**config.mk**
```make
export PLATFORM = sky130hd
export DESIGN_NAME = tag_engine
export DESIGN_NICKNAME = d
export VERILOG_FILES = /design/src/rtl/tag_engine.sv
export SDC_FILE = /design/constraint.sdc
export NUM_CORES = 1
export LEC_CHECK = 0
export BUFFER_PORTS_ARGS = -buffer_cell sky130_fd_sc_hd__buf_2
export CELL_PAD_IN_SITES_DETAIL_PLACEMENT = 0
export CELL_PAD_IN_SITES_GLOBAL_PLACEMENT = 1
export CORE_AREA = 2 2 109 111
export CTS_BUF_LIST = sky130_fd_sc_hd__clkbuf_16
export CTS_CLUSTER_DIAMETER = 150
export DETAILED_ROUTE_END_ITERATION = 6
export DIE_AREA = 0 0 111 113
export PLACE_DENSITY = 0.83
export RECOVER_POWER = 100
export SLEW_MARGIN = 30
export SYNTH_ARGS = -nofsm -noshare
export SYNTH_HDL_FRONTEND = slang
export SYNTH_SLANG_ARGS = --single-unit
```
**constraint.sdc**
```tcl
create_clock -name clk -period 2.4 [get_ports clk]
set_clock_uncertainty 0.2 [all_clocks]
set_input_delay 0 -clock clk [delete_from_list [all_inputs] [get_ports clk]]
set_output_delay 0 -clock clk [all_outputs]
set_load 0.02 [all_outputs]
```
**src/rtl/tag_engine.sv**
```systemverilog
// Two-stage keyed tag generator/checker: per-block flip+rotate under a loadable key,
// XOR-reduced to a BLOCK_SIZE tag, with valid/ready on both sides.
module tag_engine #(
    parameter int unsigned          DATA_SIZE  = 32,
    parameter int unsigned          NUM_BLOCKS = 4,
    parameter int unsigned          BLOCK_SIZE = DATA_SIZE / NUM_BLOCKS,
    parameter int unsigned          SHIFT_W    = $clog2(BLOCK_SIZE),
    parameter int unsigned          KEY_WIDTH  = NUM_BLOCKS * (1 + SHIFT_W),
    parameter logic [KEY_WIDTH-1:0] RESET_KEY  = KEY_WIDTH'(16'hDEAD),
    parameter int unsigned          CNT_W      = 16
) (
    input  logic                  clk,
    input  logic                  reset,
    input  logic                  key_load,
    input  logic [KEY_WIDTH-1:0]  key_in,
    input  logic                  in_valid,
    output logic                  in_ready,
    input  logic [DATA_SIZE-1:0]  in_data,
    input  logic                  in_check,
    input  logic [BLOCK_SIZE-1:0] in_tag,
    output logic                  out_valid,
    input  logic                  out_ready,
    output logic [BLOCK_SIZE-1:0] out_tag,
    output logic                  out_check,
    output logic                  out_mismatch,
    output logic [CNT_W-1:0]      mismatch_count
);

    // Rotate through a doubled copy so an amount of 0 never shifts by BLOCK_SIZE.
    function automatic logic [BLOCK_SIZE-1:0] rotl(input logic [BLOCK_SIZE-1:0] v,
                                                   input logic [SHIFT_W-1:0]    amt);
        logic [2*BLOCK_SIZE-1:0] dbl;
        dbl = {v, v} << amt;
        return dbl[2*BLOCK_SIZE-1 -: BLOCK_SIZE];
    endfunction

    logic [KEY_WIDTH-1:0] key_q;

    logic                                  s1_valid_q;
    logic [NUM_BLOCKS-1:0][BLOCK_SIZE-1:0] s1_blk_q, s1_blk_d;
    logic                                  s1_check_q;
    logic [BLOCK_SIZE-1:0]                 s1_tag_q;

    logic                  out_valid_q;
    logic [BLOCK_SIZE-1:0] out_tag_q, tag_d;
    logic                  out_check_q;
    logic                  out_mismatch_q, mismatch_d;
    logic [CNT_W-1:0]      cnt_q;

    logic s1_adv, s2_adv;

    assign s2_adv   = !out_valid_q || out_ready;
    assign s1_adv   = !s1_valid_q || s2_adv;
    assign in_ready = s1_adv;

    always_comb begin
        s1_blk_d = '0;
        for (int i = 0; i < NUM_BLOCKS; i++) begin
            logic [BLOCK_SIZE-1:0] blk;
            blk = in_data[i*BLOCK_SIZE +: BLOCK_SIZE];
            if (key_q[i]) blk = ~blk;
            s1_blk_d[i] = rotl(blk, key_q[NUM_BLOCKS + i*SHIFT_W +: SHIFT_W]);
        end
    end

    always_comb begin
        tag_d = '0;
        for (int i = 0; i < NUM_BLOCKS; i++) begin
            tag_d = tag_d ^ s1_blk_q[i];
        end
        mismatch_d = s1_check_q && (tag_d != s1_tag_q);
    end

    // Stage 1 samples key_q before this edge's key_load lands, so that word keeps the old key.
    always_ff @(posedge clk or negedge reset) begin
        if (!reset) begin
            key_q      <= RESET_KEY;
            s1_valid_q <= 1'b0;
            s1_blk_q   <= '0;
            s1_check_q <= 1'b0;
            s1_tag_q   <= '0;
        end else begin
            if (key_load) key_q <= key_in;
            if (s1_adv) begin
                s1_valid_q <= in_valid;
                if (in_valid) begin
                    s1_blk_q   <= s1_blk_d;
                    s1_check_q <= in_check;
                    s1_tag_q   <= in_tag;
                end
            end
        end
    end

    always_ff @(posedge clk or negedge reset) begin
        if (!reset) begin
            out_valid_q    <= 1'b0;
            out_tag_q      <= '1;
            out_check_q    <= 1'b0;
            out_mismatch_q <= 1'b0;
            cnt_q          <= '0;
        end else begin
            if (s2_adv) begin
                out_valid_q <= s1_valid_q;
                if (s1_valid_q) begin
                    out_tag_q      <= tag_d;
                    out_check_q    <= s1_check_q;
                    out_mismatch_q <= mismatch_d;
                end
            end
            if (out_valid_q && out_ready && out_mismatch_q && (cnt_q != '1)) begin
                cnt_q <= cnt_q + 1'b1;
            end
        end
    end

    assign out_valid      = out_valid_q;
    assign out_tag        = out_tag_q;
    assign out_check      = out_check_q;
    assign out_mismatch   = out_mismatch_q;
    assign mismatch_count = cnt_q;

endmodule

```
[Word level (Yosys, flattened, before mapping)]
Cells that the tools add are included.
Word-level totals
  register bits after elaboration: 85
  input bits: 62
  output and inout port bits: 28
  logic and storage cells: 41
Cells by class
  $add $sub $neg: 1
  equality and inequality tests: 2
  shift operators: 4
  muxes and demuxes: 4
  bitwise gates (word level): 7
  reductions and logical operators: 10
Operators with widths (number)
  $shl 16x3->16: 4
  $mux 8: 4
  $not 8->8: 4
  $xor 8x8->8: 3
  $add 16x1->16 const B: 1
  $ne 16x16->1 const B: 1
  $ne 8x8->1: 1
  $logic_and 1x1->1: 4
  $reduce_and 2->1: 2
  $logic_not 1->1: 2
  $logic_or 1x1->1: 2

[Longest topological paths before layout]
Gate-level depths: netlist (run 1).
  depth after elaboration: 5
  depth in mapped cells: 6
  depth with buffers taken out: 6

[Worst setup path after synthesis (run 1)]
Ideal clock, no wire load.
  kind: reg2reg
  start point: register cnt_q[0] (netlist: mismatch_count[0])
  end point: register cnt_q[15] (netlist: mismatch_count[15])
  library setup time: 0.129 ns
  data arrival time: 1.630 ns
  required time: 2.071 ns
  path slack: 0.440 ns
  cell stages (with the launch flop): 6
  buffers on the path: 0
  period minus slack after synthesis: 1.960 ns
  path through: dfrtp_1 > ha_1 > and2_1 > a2111oi_4 > nand4_1 > xnor2_1
Between the ends
  word-level cells in the longest chain between the ends: 2
  elaborated cells on any way between the ends: 3
  those cells by class: 1 x add/sub; 1 x eq/ne; 1 x reduce/logical
Ends and longest elaborated chain
  start, declared: line 48  | logic [CNT_W-1:0] cnt_q;
  start signal, assigned: line 112  | cnt_q <= cnt_q + 1'b1;
  branches (longest 2 deep; another with $add 16x1->16)
Parallel ways; which one is timed is not known.
A chain may end at the register's enable or synchronous reset.

[Worst setup path after layout (run 1)]
Same ends and word-level chain as after synthesis.

==> impl_metrics.json, run 1 <==
{
  "post-dp-hpwl_mm": 7.47,
  "report.final.slew_viol_count": 0,
  "die_boundary_height_um": 113,
  "design.core.area_um2": 11300,
  "n_antenna_cell": 0,
  "synthCells": 434,
  "timing.final.crit_period_ns": 2.16,
  "detail-route-antenna-nets": 0,
  "wl_per_cell_um": 14.6,
  "worst_hold_path_type": "input port to flop",
  "cp.required_ns": 2.43,
  "via_total_after_detailed_routing": 3572,
  "post_synth_instance_area_um2": 5000,
  "grt_max_degree": 53,
  "drc": 0,
  "area.growth.synth_to_final_pct": 23.9,
  "rsz0062_at_grt": "false",
  "cts_tree": "yes",
  "drt_iter0_markers": 198,
  "die_width_um": 111,
  "number_of_global_route_vias_before_repair": 3563,
  "globalplace.congestion": 0.778,
  "finalCritPeriodShare_pct": 90.0,
  "place.detailed.instances": 640,
  "outcome": "complete, no violations",
  "wl_mm": 10.3,
  "cts_max_level": 3,
  "worstSkewPairLatency_ns": 0.35,
  "powerDensity_nw_per_um2": 839,
  "grt_antenna_before_repair": 0,
  "maximum_clock_frequency_ghz": 0.463,
  "clk_path_buf_depth": 2,
  "highest_ir_drop_seen_on_vdd_v": 0.000479,
  "setup.worst_path.end_class": "flop",
  "worst_slew_margin_rel_pct": 48.0,
  "grt_pass1_wl_mm": 17.1,
  "setup_viol_count_final": 0,
  "final_core_util_pct": 55.0,
  "io_buffer_count": 89,
  "power.leakage_uw": 0.00258,
  "max_cap_viols": 0,
  "globalRouteOverflowTotal": 0,
  "final_net_count": 617,
  "portion_of_the_post_synthesis_area_used_by_sequential_elements_pct": 43.0,
  "synth.distinct_cells": 33,
  "synth-warning-count": 0,
  "dpl-instance-area_um2": 5540,
  "total_negative_setup_slack_ns": 0,
  "cp_max_fo": 5,
  "final-instance-count-excl-fill": 702,
  "cp-start-kind": "flop",
  "timing.critical_path.arrival_ns": 2.19,
  "layout-drive-gt1-share_pct": 27.2,
  "post-route-cell-area_um2": 6200,
  "floorplan.initialDensity_pct": 44.4,
  "worst-slew-pin-transition_ns": 0.781,
  "cts-resized-gates": 0,
  "routed_via_density": 5.09,
  "path_clk_slew_ns": 0.06,
  "dieArea_um2": 12500,
  "placementRows": 39,
  "synth_nets": 497,
  "post_cts_buffers": 0,
  "tritoncts_num_sinks": 85,
  "boundaryPins": 90,
  "hold_buffers": 46,
  "critical_path_class": "flop to flop",
  "syn_area_per_cell_um2": 11.5,
  "worst_reg_to_reg_path_cell_count": 5,
  "whs_path_depth": 5,
  "groute.usage.overall_pct": 17.0,
  "cts-buffers-inserted": 9,
  "synth.ff_latch_count": 85,
  "first_pass_iters": 4,
  "reg2reg_setup_slack_ns": 0.24,
  "clk_root_buffer_cell": "clkbuf_16",
  "timing.final.hold_violations": 0
}
## per-stage QoR
step | setup slack [ns] | power [uW] | hold WS [ns]
after global placement | 0.361 | 3850 | -0.215
after global routing | 0.152 | 5540 | 0.151
after floorplan | 0.440 | 3420 | -0.496
final | 0.241 | 5200 | 0.110
after detailed placement | 0.313 | 3910 | -0.215
after CTS | 0.311 | 5310 | 0.0914
## path summary, 6_finish.rpt
path                              startpoint            endpoint
max in group asynchronous              reset        s1_blk_q[31]
min in group asynchronous              reset            key_q[7]
hold reg to reg                   out_tag[5]          out_tag[5]
setup / recovery           mismatch_count[0]  mismatch_count[15]
setup reg to reg           mismatch_count[0]  mismatch_count[15]
hold / removal                   in_data[13]         s1_blk_q[8]
## cells in the final DEF (no fill, tap or decap), types with 3 or more instances in the layout
master,netlist,layout
dlygate4sd3_1,0,45
mux2_2,26,26
clkbuf_1,20,29
mux4_2,32,32
o21ai_0,55,55
nand2_1,66,65
a21oi_1,13,13
mux2i_1,8,8
dfstp_2,19,11
xnor3_1,6,6
nand4_1,6,6
dfstp_1,0,8
nand3_1,6,6
clkbuf_16,0,9
nor2_1,13,13
xor2_1,22,22
dfrtp_1,66,66
buf_4,4,3
buf_2,5,60
xnor2_1,49,49
## state kept, by name, summed over array words and instances (netlist names)
signal	cells
out_tag	8
out_valid	1
s1_valid_q	1
key_q	16
out_check	1
s1_check_q	1
out_mismatch	1
mismatch_count	16
s1_blk_q	32
s1_tag_q	8
## cells by family (layout without fill, tap and decap cells)
kind of cell | count (synthesis) | in the layout | share of synthesized area (%)
XOR/XNOR | 77 | 77 | 15.1
adder cells (fa/ha/maj) | 1 | 1 | 0.250
AO/OA/AOI/OAI | 70 | 70 | 7.50
AND/OR/NAND/NOR | 105 | 105 | 9.60
buffers and inverters | 30 | 155 | 2.68
multiplexers | 66 | 66 | 21.9
flip-flops | 85 | 85 | 43.0
## worst max-delay path, cell delays in order, from the launching register on
cell and delay, ns:
dfrtp_1 0.42, ha_1 0.24, and2_0 0.19, a2111oi_2 0.65, nand4_1 0.20, xnor2_1 0.15
## power breakdown
group / internal [uW] / switching [uW]
registers: 1800 / 312
clock network: 706 / 587
logic: 925 / 873
## metal layers
metal / share of wire (%) / global-route usage [%] / wire length (um) / vias to the layer above
met5: 0 / 0 / 0 / -
met3: 5.9 / 4.98 / 611 / 9
met4: 1.1 / 4.33 / 109 / 0
li1: - / - / - / 1779
met2: 48 / 28.6 / 4970 / 109
met1: 45 / 21.8 / 4590 / 1675
## cells in the mapped netlist (all sizes together)
| library cell | number | share of area [%] |
|---|---|---|
| a2111oi | 1 | 0.55 |
| a21oi | 13 | 1.3 |
| and2 | 1 | 0.13 |
| and3 | 2 | 0.25 |
| and4 | 1 | 0.18 |
| buf | 10 | 1.2 |
| clkbuf | 20 | 1.5 |
| dfrtp | 66 | 33 |
| dfstp | 19 | 10 |
| ha | 1 | 0.25 |
| mux2 | 26 | 5.9 |
| mux2i | 8 | 1.6 |
| mux4 | 32 | 14 |
| nand2 | 66 | 5.0 |
| nand2b | 2 | 0.25 |
| nand3 | 7 | 0.80 |
| nand3b | 1 | 0.15 |
| nand4 | 6 | 0.75 |
| nor2 | 13 | 0.98 |
| nor3 | 2 | 0.43 |
| nor3b | 1 | 0.25 |
| nor4 | 1 | 0.13 |
| o21a | 1 | 0.15 |
| o21ai | 55 | 5.5 |
| or2b | 1 | 0.15 |
| or3 | 1 | 0.23 |
| xnor2 | 49 | 8.6 |
| xnor3 | 6 | 2.7 |
| xor2 | 22 | 3.9 |
## final cells by class
cell class	count	area [um2]
repair buffers	139	907
clock buffers	9	225
well taps	143	179
multi-input cells	319	2690
flip-flops and latches	85	2150
fillers	1004	5070
clock inverters	7	51.3
Note: power is estimated with default switching activity, not from simulation.
==> run 2: changes to the inputs <==
- CORE_AREA: 2 2 109 111 -> 2 2 123 125
- DIE_AREA: 0 0 111 113 -> 0 0 125 127
- PLACE_DENSITY: 0.83 -> 0.68
==> run 2 against run 1 <==
Effect of this change:
- via count grew 0.92%
- utilization shrank 12 points
- largest cell class unchanged
- global-route usage shrank 3.2 points
- sequential cell count is the same
- non-clock buffer count shrank 1
- count of clock-buffer cells in the layout is the same
==> impl_metrics.json, run 2 (synthesis gave the netlist of run 1 again) <==
{
  "drt_iter0_markers": 123,
  "post-dp-hpwl_mm": 7.96,
  "layout-drive-gt1-share_pct": 26.2,
  "worst_hold_path_type": "input port to flop",
  "seq_power_share_pct": 39.4,
  "power.leakage_uw": 0.00259,
  "maximum_clock_frequency_ghz": 0.462,
  "floorplan.initialDensity_pct": 34.7,
  "cts_max_level": 3,
  "timing.final.crit_period_ns": 2.16,
  "cts_tree": "yes",
  "finalCritPeriodShare_pct": 90.2,
  "globalplace.congestion": 0.753,
  "design.core.area_um2": 14400,
  "max_cap_viols": 0,
  "routed_via_density": 4.86,
  "globalRouteOverflowTotal": 0,
  "place_worst_setup_slack_ns": 0.266,
  "timing.critical_path.arrival_ns": 2.14,
  "final_net_count": 616,
  "cp.required_ns": 2.38,
  "via_total_after_detailed_routing": 3605,
  "first_pass_iters": 4,
  "setup_viol_count_final": 0,
  "post-route-cell-area_um2": 6260,
  "area.growth.synth_to_final_pct": 25.2,
  "worst_slack_ns": 0.236,
  "io_buffer_count": 89,
  "die_width_um": 125,
  "path_clk_slew_ns": 0.06,
  "n_antenna_cell": 0,
  "highest_ir_drop_seen_on_vdd_v": 0.000394,
  "combPwrFrac_pct": 33.4,
  "cp_max_fo": 9,
  "worstPathCellList": "mux4_2, xnor2_1, nor2_1, a21oi_1, o21ai_0",
  "clk_root_buffer_cell": "clkbuf_16",
  "placementRows": 44,
  "critical_path_class": "flop to flop",
  "wl_mm": 10.5,
  "cts-resized-gates": 0,
  "outcome": "complete, no violations",
  "cts-buffers-inserted": 9,
  "worst_slew_margin_rel_pct": 26.6,
  "setup.worst_path.end_class": "flop",
  "worst-slew-pin-transition_ns": 1.10,
  "cp_slowest_cell": "dfstp_1",
  "tritoncts_num_sinks": 85,
  "dieArea_um2": 15900,
  "rsz0062_at_grt": "false",
  "reg2reg_setup_slack_ns": 0.24,
  "net_switching_power_uw": 1740,
  "grt_pass1_wl_mm": 17.6,
  "wl_per_cell_um": 14.2,
  "timing.final.hold_violations": 0,
  "grt_max_degree": 46,
  "die_boundary_height_um": 127,
  "detail-route-antenna-nets": 0,
  "powerDensity_nw_per_um2": 855,
  "layout_common_cells": "nand2_1 (66), dfrtp_1 (66), buf_2 (60)",
  "worstSkewPairLatency_ns": 0.34,
  "clock_group_share_of_total_power_pct": 27.2,
  "grt_antenna_before_repair": 0,
  "boundaryPins": 90,
  "total_negative_setup_slack_ns": 0,
  "cellInternalPower_uw": 3620,
  "report.final.slew_viol_count": 0,
  "worst_path_largest_cell_delay_ns": 0.80,
  "dpl-instance-area_um2": 5600,
  "number_of_global_route_vias_before_repair": 3586,
  "largest_reg_flops": 32,
  "max_flop_register": "s1_blk_q",
  "netSwitchingFraction_pct": 32.4,
  "groute.usage.overall_pct": 13.8,
  "clk_path_buf_depth": 2,
  "drc": 0,
  "cp-start-kind": "flop"
}
==> run 2: area by class of cell <==
class                   count  area, um2
fillers                  1399       8160
multi-input cells         319       2690
flip-flops and latches     85       2150
repair buffers            138        888
well taps                 184        230
clock buffers               9        225
clock inverters             7       83.8
==> run 2: repair_timing <==
item | 4_1_cts | 5_1_grt
hold buffers | 44 | 0
setup buffers | 0 | 0
hold endpoints to repair | 108 | 0
==> run 2: critical path, delay by kind of cell (launching register included) <==
kind,cells,cell delay (ns)
simple gates,1,0.06
flops,1,0.80
mux,1,0.57
compound gates,2,0.20
xor+xnor,1,0.19
==> run 2: final timing paths <==
check                           cells after the start                end  startpoint
worst max register to register                      5       s1_blk_q[23]   key_q[10]
max in group asynchronous                           3       s1_blk_q[27]       reset
worst min-delay path                                2           key_q[4]    key_load
worst min register to register                      2         out_tag[1]  out_tag[1]
min in group asynchronous                           2  mismatch_count[9]       reset
worst max-delay path                                5       s1_blk_q[23]   key_q[10]
==> run 2: layer usage <==
layer  up-vias  part of all wire, %  GRT usage [%]
li1       1769                    -              -
met5         -                    0              0
met2        93                   48           23.4
met1      1733                   46           17.6
met3        10                  4.8           3.35
met4         0                  1.1           3.92
==> run 2: power by group through the flow <==
stage	logic, uW	registers, uW	clock network [uW]
CTS	1860	2120	1490
global route	1970	2170	1550
floorplan	1280	2140	0
global placement	1750	2130	0
detailed placement	1780	2150	0
finish	1790	2110	1460
==> run 2: metrics by stage <==
step | hold slack [ns] | cells | util [%] | power, uW
2_1_floorplan | -0.496 | 434 | - | 3420
3_3_place_gp | -0.160 | 682 | 38.8 | 3870
3_5_place_dp | -0.151 | 682 | 38.8 | 3930
4_1_cts | 0.00375 | 742 | 44.0 | 5470
5_1_grt | 0.00300 | 742 | 43.4 | 5700
6_report | 0.00958 | 742 | 43.4 | 5350
